==> src/rtl/gen_read_cmd_q.sv <==
// Queued read-command serialiser: start bit + {addr,code,par,tag} MSB first; start bit one edge after Trig when idle.
// Busy only stalls frame start; a full queue drops new triggers (sticky Overflow, saturating DropCnt).
module gen_read_cmd_q #(
    parameter int                ADDR_W  = 4,
    parameter logic [ADDR_W-1:0] ADDRESS = 4'b1111,
    parameter int                CODE_W  = 11,
    parameter logic [CODE_W-1:0] CODE    = 11'b11111110010,
    parameter int                TAG_W   = 2,
    parameter bit                ODD_PAR = 1'b0,
    parameter int                QDEPTH  = 4,
    parameter int                GAP     = 2
) (
    input  logic                      Clock,
    input  logic                      Reset,
    input  logic                      Busy,
    input  logic                      Trig,
    input  logic [TAG_W-1:0]          TrigTag,
    input  logic                      ClrErr,
    output logic                      Cmd,
    output logic                      MyBusy,
    output logic                      FrameDone,
    output logic [$clog2(QDEPTH):0]   QCount,
    output logic                      Overflow,
    output logic [7:0]                DropCnt
);

    localparam int N  = ADDR_W + CODE_W + 1 + TAG_W;
    localparam int PW = $clog2(QDEPTH);
    localparam int QW = PW + 1;
    localparam int BW = $clog2(N);
    localparam int GW = $clog2(GAP + 1);

    typedef enum logic [1:0] {ST_IDLE, ST_SHIFT, ST_DONE, ST_GAP} state_t;

    state_t            state_q, state_n;
    logic [TAG_W-1:0]  mem [QDEPTH];
    logic [PW-1:0]     wr_ptr, rd_ptr;
    logic [TAG_W-1:0]  head_tag;
    logic              par;
    logic              pop, push, drop;
    logic [QW-1:0]     qcount_n;
    logic [N-1:0]      shift_q, shift_n;
    logic [BW-1:0]     bcnt_q, bcnt_n;
    logic [GW-1:0]     gcnt_q, gcnt_n;
    logic              cmd_n;

    // A pop frees a slot in the same edge, so a full queue still accepts a push then.
    assign pop      = (state_q == ST_IDLE) && (QCount != '0) && !Busy;
    assign push     = Trig && ((QCount != QW'(QDEPTH)) || pop);
    assign drop     = Trig && !push;
    assign qcount_n = QCount + QW'(push) - QW'(pop);
    assign head_tag = mem[rd_ptr];
    assign par      = ODD_PAR ? ~^head_tag : ^head_tag;

    always_comb begin
        state_n = state_q;
        cmd_n   = 1'b0;
        shift_n = shift_q;
        bcnt_n  = bcnt_q;
        gcnt_n  = gcnt_q;
        case (state_q)
            ST_IDLE: begin
                if (pop) begin
                    shift_n = {ADDRESS, CODE, par, head_tag};
                    bcnt_n  = '0;
                    cmd_n   = 1'b1;
                    state_n = ST_SHIFT;
                end
            end
            ST_SHIFT: begin
                cmd_n   = shift_q[N-1];
                shift_n = {shift_q[N-2:0], 1'b0};
                bcnt_n  = bcnt_q + BW'(1);
                if (bcnt_q == BW'(N - 1))
                    state_n = ST_DONE;
            end
            ST_DONE: begin
                // The DONE cycle is the first of the GAP idle cycles.
                gcnt_n  = GW'(1);
                state_n = (GAP == 1) ? ST_IDLE : ST_GAP;
            end
            ST_GAP: begin
                if (gcnt_q == GW'(GAP - 1))
                    state_n = ST_IDLE;
                else
                    gcnt_n = gcnt_q + GW'(1);
            end
            default: state_n = ST_IDLE;
        endcase
    end

    always_ff @(posedge Clock or posedge Reset) begin
        if (Reset) begin
            state_q   <= ST_IDLE;
            shift_q   <= '0;
            bcnt_q    <= '0;
            gcnt_q    <= '0;
            Cmd       <= 1'b0;
            MyBusy    <= 1'b0;
            FrameDone <= 1'b0;
        end else begin
            state_q   <= state_n;
            shift_q   <= shift_n;
            bcnt_q    <= bcnt_n;
            gcnt_q    <= gcnt_n;
            Cmd       <= cmd_n;
            MyBusy    <= (state_n != ST_IDLE) || (qcount_n != '0);
            FrameDone <= (state_q == ST_DONE);
        end
    end

    always_ff @(posedge Clock or posedge Reset) begin
        if (Reset) begin
            wr_ptr <= '0;
            rd_ptr <= '0;
            QCount <= '0;
        end else begin
            if (push) wr_ptr <= wr_ptr + PW'(1);
            if (pop)  rd_ptr <= rd_ptr + PW'(1);
            QCount <= qcount_n;
        end
    end

    always_ff @(posedge Clock) begin
        if (push) mem[wr_ptr] <= TrigTag;
    end

    // Clear takes priority over a drop in the same cycle.
    always_ff @(posedge Clock or posedge Reset) begin
        if (Reset) begin
            Overflow <= 1'b0;
            DropCnt  <= '0;
        end else if (ClrErr) begin
            Overflow <= 1'b0;
            DropCnt  <= '0;
        end else if (drop) begin
            Overflow <= 1'b1;
            if (DropCnt != 8'hFF) DropCnt <= DropCnt + 8'd1;
        end
    end

endmodule

==> config.mk <==
export PLATFORM = sky130hd
export DESIGN_NAME = gen_read_cmd_q
export DESIGN_NICKNAME = d
export VERILOG_FILES = /design/src/rtl/gen_read_cmd_q.sv
export SDC_FILE = /design/constraint.sdc
export NUM_CORES = 1
export LEC_CHECK = 0
export CAP_MARGIN = 5
export CORE_MARGIN = 10
export CORE_UTILIZATION = 45
export DETAILED_ROUTE_END_ITERATION = 12
export PLACE_DENSITY_LB_ADDON = 0.08
export RECOVER_POWER = 50
export SYNTH_ARGS = -nofsm -noshare
export SYNTH_HDL_FRONTEND = slang
export SYNTH_SLANG_ARGS = --single-unit
==> constraint.sdc <==
create_clock -name Clock -period 2.87 [get_ports Clock]
set_clock_uncertainty 0.05 [all_clocks]
set_input_delay 0.574 -clock Clock [delete_from_list [all_inputs] [get_ports Clock]]
set_output_delay 0.574 -clock Clock [all_outputs]
set_load 0.02 [all_outputs]
=== Yosys cells after proc, flatten, opt, wreduce, memory -nomap -nowiden ===
Memories as Yosys holds them, arrays and structs flattened.
Index checks and enable logic that the tools add are counted.

* Mux-type cells: 19
* Reduce and logical (&&, ||, !) cells: 20
* Eq/ne operators: 9
* Add/subtract/negate cells: 7

{| class="wikitable"
|+ Operator list
! kind !! number
|-
| $pmux W18 S2 || 1
|-
| $mux W8 || 3
|-
| $mux W18 || 1
|-
| $pmux W5 S2 || 1
|-
| $reduce_bool A2 Y1 || 5
|-
| $add A8 B1 Y8 const B || 1
|-
| $mux W2 || 4
|-
| $ne A8 B8 Y1 const B || 1
|-
| $pmux W2 S4 || 1
|-
| $add A2 B1 Y2 const B || 3
|-
| $reduce_and A2 Y1 || 3
|-
| $reduce_bool A3 Y1 || 2
|-
| $add A5 B1 Y5 const B || 1
|-
| $eq A5 B5 Y1 const B || 1
|-
| $mux W1 || 5
|-
| $mux W5 || 1
|-
| $eq A2 B1 Y1 const B || 2
|-
| $eq A2 B2 Y1 const B || 2
|-
| $logic_and A1 B1 Y1 || 4
|-
| $ne A2 B2 Y1 const B || 2
|-
| $pmux W2 S2 || 1
|-
| $add A3 B1 Y3 || 1
|-
| $ne A3 B3 Y1 const B || 1
|-
| $sub A3 B1 Y3 || 1
|-
| other kinds (5) || 7
|}

* Bits of input ports: 7
* Output and inout bits: 15
* Memories: 1
* Logic and storage cells: 68
* Flip-flop bits (word level): 46
* RAM bits: 8

{| class="wikitable"
|+ Memory list
! memory !! depth !! bits a word !! rd ports !! clocked after memory_dff !! wr ports !! line !! source
|-
| mem || 4 || 2 || 1 || 0 || 1 || 36 || <nowiki>logic [TAG_W-1:0] mem [QDEPTH];</nowiki>
|}

=== Longest topological paths before layout ===
Gate-level depths: netlist (run 1).

* Depth after elaboration: 9
* Mapped depth: 12
* Mapped depth without buffers: 12

=== Least setup slack after synthesis (run 1) ===
OpenSTA, ideal clock, no wires.

* Path type: input-to-reg
* Start: in Busy
* End: reg MyBusy
* Buffers on the path: 0
* Stages on the path: 12
* Setup time: 0.131 ns
* Data required time: 2.689 ns
* Data arrival time: 2.978 ns
* Slack: -0.289 ns
* Path through: or3_4 nand3_1 and2_1 inv_1 ha_1 inv_1 ha_1 fa_1 xor2_1 xnor2_1 or3_1 or3_1

* Word-level cells in the longest chain between the ends: 8
* Elaborated cells on any way between the ends: 11
* Classes of those cells: add/sub (2); mux (2); reduce/logical (7)

{| class="wikitable"
|+ RTL lines
! element !! line !! source
|-
| start: declaration || 15 || <nowiki>input logic Busy,</nowiki>
|-
| $logic_not A1 Y1 (*) || 48 || <nowiki>assign pop = (state_q == ST_IDLE) && (QCount != '0) && !Busy;</nowiki>
|-
| $logic_and A1 B1 Y1 (*) || 48 ||
|-
| $logic_or A1 B1 Y1 || 49 || <nowiki>assign push = Trig && ((QCount != QW'(QDEPTH)) || pop);</nowiki>
|-
| $logic_and A1 B1 Y1 || 49 ||
|-
| $add A3 B1 Y3 || 51 || <nowiki>assign qcount_n = QCount + QW'(push) - QW'(pop);</nowiki>
|-
| $sub A3 B1 Y3 (*) || 51 ||
|-
| via qcount_n[2] || 41 || <nowiki>logic [QW-1:0] qcount_n;</nowiki>
|-
| $reduce_bool A3 Y1 (*) || 107 || <nowiki>MyBusy <= (state_n != ST_IDLE) || (qcount_n != '0);</nowiki>
|-
| $logic_or A1 B1 Y1 (*) || 107 ||
|-
| end signal: assignment || 107 ||
|-
| end: declaration || 20 || <nowiki>output logic MyBusy,</nowiki>
|}

The timed path passes the listed nets; every way through them passes the cells marked *.
A chain may end at the register's enable or synchronous reset.

=== Worst setup path after layout (run 1) ===
* Start: reg state_q[0]
* End: reg MyBusy

* Word-level cells in the longest chain between the ends: 9
* Elaborated cells on any way between the ends: 17
* Classes of those cells: add/sub (2); eq/ne (3); mux (4); reduce/logical (8)

{| class="wikitable"
|+ RTL lines
! element !! line !! source
|-
| start: declaration || 35 || <nowiki>state_t state_q, state_n;</nowiki>
|-
| start signal: assignment || 102 || <nowiki>state_q <= state_n;</nowiki>
|-
| $logic_not A2 Y1 (*) || 48 ||
|-
| $logic_and A1 B1 Y1 (*) (2 in series) || 48 ||
|-
| $logic_or A1 B1 Y1 || 49 ||
|-
| $logic_and A1 B1 Y1 || 49 ||
|-
| $add A3 B1 Y3 || 51 ||
|-
| $sub A3 B1 Y3 (*) || 51 ||
|-
| via qcount_n[2] || 41 ||
|-
| $reduce_bool A3 Y1 (*) || 107 ||
|-
| $logic_or A1 B1 Y1 (*) || 107 ||
|}

Marked as above.

==> impl_metrics.py, run 1 <==
metrics = {
    "detailed_routing": {
        "drtIter0Drc": 35,
        "drc_errors": 0,
        "wl_per_cell_um": 13.7,
        "firstDrtPassIters": 4,
        "vias_per_cell": 5.06,
        "ant_nets": 0,
        "routed_wl_um": 4630,
        "via_count": 1715,
    },
    "grt": {
        "gr-usage-all-layers_pct": 11.1,
        "antenna_found_initial": 0,
        "grt_pass1_wl_um": 8000,
        "overflow": 0,
        "grt_pass1_vias": 1663,
        "grt_max_degree": 26,
    },
    "sta": {
        "worst_slew_pin_slew_ns": 0.934,
        "tns_ns": -0.0174,
        "setup_slack_ns": -0.0174,
        "rsz0062_at_grt": "true",
        "final_max_slew_viol_count": 0,
        "maxSlewHeadroom_pct": 37.7,
        "finalHoldViolations": 0,
        "setup_viol": 1,
        "period_minus_slack_ns": 2.89,
        "period_share_pct": 101,
        "fmax_mhz": 346,
    },
    "synth": {
        "synth_largest_area_cell": "dfrtp_1",
        "synthTopCellsByArea": "dfrtp_1, edfxtp_1, ha_1",
        "synth_edf_count": 8,
        "netlist_area_um2": 2500,
        "postSynthAreaPerCell_um2": 10.8,
        "ys.flop_type": "dfrtp_1",
        "synth_top_area_share_pct": 46.1,
        "synthesis.nets": 249,
        "ys_types": 45,
        "syn_inst": 231,
        "ys_async_sr_fraction_pct": 85.2,
        "yosysWarnings": 0,
        "yosysSeqAreaShare_pct": 55.7,
        "ys_ff_latch": 54,
    },
    "worst_setup_path": {
        "critical_path_peak_fanout": 3,
        "startpoint": "state_q[0]",
        "start_kind": "flop",
        "cp_slowest_stage_delay_ns": 0.40,
        "path_delay_family": "simple AND/OR/NAND/NOR gates",
        "cp_num_buf_inv": 2,
        "critical_path_arrival_ns": 3.03,
        "cp-end-kind": "flop",
        "worstSetupPathType": "flop to flop",
        "path_cells": "or3_4 -> nand3_2 -> and2_4 -> inv_4 -> ha_4 -> inv_4 -> ha_4 -> fa_2 -> xor2_1 -> xnor2_1 -> or3_1 -> or3_1",
        "r2r_start": "state_q[0]",
        "worstPathRequired_ns": 3.01,
        "slowest_stage": "or3_4",
    },
    "cts": {
        "cts_made_buffers": 5,
        "cts_tree": "yes",
        "cts_sinks": 54,
        "clock_path_buffers": 2,
        "clk_pin_slew_ns": 0.11,
        "root_buffer": "clkbuf_8",
        "ctsHtreeMaxLevel": 2,
        "clkLatencyLatePin_ns": 0.31,
    },
    "power": {
        "power_leakage_uw": 0.00126,
        "power.density_nw_per_um2": 872,
        "ir_worst_vdd_uv": 373,
    },
    "cells_and_area": {
        "ff_latch_area_um2": 1390,
        "areaGrowthSynthToFinish_pct": 18.8,
        "multi_input_area_um2": 1020,
        "final_nets": 284,
        "nFillCells": 483,
        "stdcell_count": 339,
        "drive_above_1_share_pct": 16.5,
        "layout_commonest_cell": "dfrtp_1",
        "final_cell_mix": "dfrtp_1, nor2_1, a21oi_1",
        "utilization_pct": 54.6,
        "antenna_cells": 0,
    },
    "run_status": {
        "status": "finished, violations left",
        "violations": "negative setup slack",
    },
    "place": {
        "place.gp.congestion": 0.723,
        "io_buffers": 21,
        "dp_hpwl_um": 3230,
        "dp_cells": 326,
    },
    "floorplan": {
        "rows": 27,
        "pin_count": 22,
        "start_util_pct": 45.9,
        "fp.dieW_um": 94.5,
        "core_um2": 5440,
        "dieArea_um2": 8930,
        "dieHeight_um": 94.5,
    },
    "worst_hold_path": {
        "min_from": "shift_q[5]",
        "hold_class": "flop to flop",
    },
    "job": {
        "maxCapViolCount": 0,
    },
}
## stage by stage
| stage | instance area (um2) | total power, uW | hold WS, ns | worst slack, ns |
|---|---|---|---|---|
| 2_1_floorplan | 2510 | 1820 | 0.397 | -0.178 |
| 3_3_place_gp | 2830 | 2090 | 0.406 | -0.592 |
| 3_5_place_dp | 2830 | 2110 | 0.411 | -0.663 |
| 4_1_cts | 2960 | 2590 | 0.431 | -0.142 |
| 5_1_grt | 2970 | 2810 | 0.461 | -0.121 |
| 6_report | 2970 | 2590 | 0.435 | -0.0174 |
## cell families after synthesis
kind of cell | Yosys count | synth area share, %
and+or+nand+nor | 92 | 18.9
muxes | 6 | 3.56
buffers and inverters | 22 | 4.76
xor gates and xnor gates | 6 | 2.10
adders and majority gates | 11 | 5.81
AOI/OAI and AO/OA | 40 | 9.17
DFF | 54 | 55.7
## registers in the layout, summed over array words and instances, names as in the netlist, 2 cells and up
register  flops
DropCnt       8
wr_ptr        2
gcnt_q        2
shift_q      18
rd_ptr        2
mem           8
state_q       2
QCount        3
bcnt_q        5
## routing by layer
layer	track usage (%)	wire, um
met1	13.7	2170
met4	3.37	33
met5	0	0
met3	3.89	189
met2	17.8	2240
## final timing paths
| path | to | slack (ns) | cells past startpoint |
|---|---|---|---|
| setup / recovery | MyBusy | -0.02 | 12 |
| setup reg to reg | MyBusy | -0.02 | 12 |
| hold reg to reg | shift_q[6] | 0.43 | 2 |
| hold / removal | shift_q[6] | 0.43 | 2 |
| min in group asynchronous | rd_ptr[0] | 0.85 | 2 |
| max in group asynchronous | bcnt_q[0] | 0.87 | 3 |
## cell usage after synthesis, drive strengths merged (2+ instances only)
cell type	n
a21oi	19
a221o	2
and2	2
and2b	2
and3	9
buf	6
clkbuf	4
dfrtp	46
edfxtp	8
ha	10
inv	11
mux2	3
mux4	2
nand2	17
nand3	10
nand4	4
nor2	33
nor3	2
o21ai	12
o31ai	3
or3	5
or4	2
xnor2	5
## final cells by class
type | count | share of cell area [%]
Clock buffer | 5 | 2.32
Clock inverter | 3 | 0.759
Inverter | 12 | 1.85
Multi-Input combinational cell | 155 | 34.4
Sequential cell | 54 | 46.9
Tap cell | 72 | 3.04
Timing Repair Buffer | 38 | 10.7
## report_power, final
group / internal (uW) / total (uW) / switching (uW)
Clock: 176 / 433 / 258
Sequential: 1020 / 1190 / 168
Combinational: 481 / 969 / 487
Total: 1680 / 2590 / 913
## repair_timing
action                     4_1_cts  5_1_grt
hold buffers                     0        0
pin swaps                        7        5
buffers inserted                 2        3
resized for setup               10        0
setup endpoints to repair        1        1
## worst reg2reg max path: cells and delay by family, from the launching register on
| kind | cells | cell delay, ns |
|---|---|---|
| xor gates and xnor gates | 2 | 0.29 |
| adders and majority gates | 3 | 0.73 |
| buffers and inverters | 2 | 0.06 |
| DFF | 1 | 0.39 |
| and+or+nand+nor | 5 | 1.25 |
(Power assumes the default switching activity.)
==> inputs of run 2 (changes only) <==
Settings changed: ABC_CLOCK_PERIOD_IN_PS from default to 2870, CAP_MARGIN 5 to 10.
==> results of run 2 <==
Final layout, timing and power as in run 1 (identical DEF).
==> inputs of run 3 (changes only) <==
Settings changed: GPL_TIMING_DRIVEN from default to 0.
==> impl_metrics.py, run 3 (same netlist as run 1, synthesis figures left out) <==
metrics = {
    "worst_setup_path": {
        "worstSetupPathType": "flop to flop",
        "critical_path_arrival_ns": 3.08,
        "worstPathRequired_ns": 3.02,
        "start_kind": "flop",
        "cp-end-kind": "flop",
        "critical_path_peak_fanout": 3,
    },
    "power": {
        "p_seq_share_pct": 44.4,
        "ir_worst_vdd_uv": 446,
        "p_sw_share_pct": 35.0,
        "clkPwrFrac_pct": 19.7,
        "p_sw_uw": 952,
        "combPwrFrac_pct": 35.9,
        "intPower_uw": 1770,
        "power_leakage_uw": 0.00128,
        "power.density_nw_per_um2": 898,
    },
    "cells_and_area": {
        "drive_above_1_share_pct": 17.5,
        "final_cell_mix": "dfrtp_1, nor2_1, a21oi_1",
        "areaGrowthSynthToFinish_pct": 21.2,
        "post-route-cell-area_um2": 3030,
        "reg.largest.list": "shift_q: 18 flops, DropCnt: 8 flops, mem: 8 flops",
        "final_nets": 286,
        "stdcell_count": 341,
        "top_register": "shift_q",
        "layout_commonest_cell": "dfrtp_1",
        "largest_reg_flops": 18,
        "antenna_cells": 0,
    },
    "place": {
        "dp_cells": 325,
        "dp_hpwl_um": 3300,
        "postPlaceCellArea_um2": 2830,
        "place.gp.congestion": 0.749,
        "io_buffers": 21,
    },
    "floorplan": {
        "fp.dieW_um": 94.5,
        "core_um2": 5440,
        "start_util_pct": 45.9,
        "pin_count": 22,
        "rows": 27,
        "dieHeight_um": 94.5,
        "dieArea_um2": 8930,
    },
    "detailed_routing": {
        "ant_nets": 0,
        "firstDrtPassIters": 4,
        "drc_errors": 0,
        "vias_per_cell": 5.27,
        "drtIter0Drc": 74,
        "via_count": 1798,
        "wl_per_cell_um": 14.2,
        "routed_wl_um": 4850,
    },
    "sta": {
        "fmax_mhz": 340,
        "period_share_pct": 102,
        "tns_ns": -0.0672,
        "setup_viol": 1,
        "hold_slack_ns": 0.440,
        "period_minus_slack_ns": 2.94,
        "rsz0062_at_grt": "true",
        "worst_slew_pin_slew_ns": 0.823,
        "setup_slack_ns": -0.0672,
        "finalHoldViolations": 0,
        "maxSlewHeadroom_pct": 45.2,
        "final_max_slew_viol_count": 0,
    },
    "run_status": {
        "status": "finished, violations left",
        "violations": "negative setup slack",
    },
    "worst_hold_path": {
        "hold_class": "flop to flop",
    },
    "cts": {
        "cts_sinks": 54,
        "root_buffer": "clkbuf_8",
        "ctsHtreeMaxLevel": 2,
        "clock_path_buffers": 2,
        "clkLatencyLatePin_ns": 0.31,
        "ctsHoldBuffers": 0,
        "cts_made_buffers": 5,
        "clk_pin_slew_ns": 0.10,
        "cts_tree": "yes",
    },
    "grt": {
        "gr-usage-all-layers_pct": 12.1,
        "grt_pass1_vias": 1826,
        "antenna_found_initial": 0,
        "overflow": 0,
        "grt_max_degree": 35,
        "grt_pass1_wl_um": 8750,
    },
    "job": {
        "maxCapViolCount": 0,
    },
}
-- run 3: cell types whose count changed in the layout (fill, tap and decap cells not counted), moves of 2 or more --
cell / before / now
dfrtp_2: 0 / 2
clkbuf_2: 0 / 2
inv_4: 3 / 1
buf_4: 13 / 7
buf_6: 0 / 4
dfrtp_1: 46 / 44
-- run 3: final timing paths --
check | cells after the start | from | end | slack, ns
max reg2reg | 12 | state_q[0] | MyBusy | -0.07
min reg2reg | 1 | gcnt_q[0] | gcnt_q[0] | 0.44
max in group asynchronous | 3 | Reset | state_q[0] | 0.88
max | 12 | state_q[0] | MyBusy | -0.07
min in group asynchronous | 2 | Reset | MyBusy | 0.67
min | 1 | gcnt_q[0] | gcnt_q[0] | 0.44
-- run 3: layout make-up --
class                           instances  area (um2)
Fill cell                             482        2410
Buffer                                 10        68.8
Clock buffer                            5        68.8
Tap cell                               72        90.1
Multi-Input combinational cell        155        1040
Inverter                               12        55.1
Sequential cell                        54        1390
Clock inverter                          3        47.5
Timing Repair Buffer                   30         267
-- run 3: timing repair --
action                     4_1_cts  5_1_grt
buffers inserted                 5        3
setup endpoints to repair        1        1
pin swaps                        6        6
resized for setup               11        3
-- run 3: power by group through the flow --
stage               sequential (uW)  combinational, uW  clock (uW)
global placement               1210                855           0
floorplan                      1220                601           0
finish                         1210                976         535
CTS                            1210                967         551
global route                   1250               1120         582
detailed placement             1220                878           0
-- run 3: per-stage QoR --
step                      util [%]  total power [uW]  setup slack, ns
after global placement        51.6              2070           -0.724
final                         55.7              2720          -0.0672
after CTS                     55.5              2730           -0.187
after floorplan                  -              1820           -0.178
after global routing          55.7              2950           -0.151
after detailed placement      52.0              2100           -0.738
-- run 3: critical path: stages, from the launching register on --
cell and delay [ns]:
dfrtp_2 0.41, or3_4 0.40, nand3_4 0.09, and2_4 0.16
inv_4 0.04, ha_4 0.24, inv_2 0.04, ha_4 0.14
fa_2 0.34, xor2_2 0.15, xnor2_1 0.14, or3_1 0.30
or3_1 0.31
-- run 3: per-layer routing --
metal  track usage, %  vias to the layer above  part of all wire (%)
met2             19.5                       25                    48
li1                 -                      886                     -
met4             3.74                        0                  0.99
met1             15.2                      879                    46
met3             3.97                        8                   4.6
met5                0                        -                     0
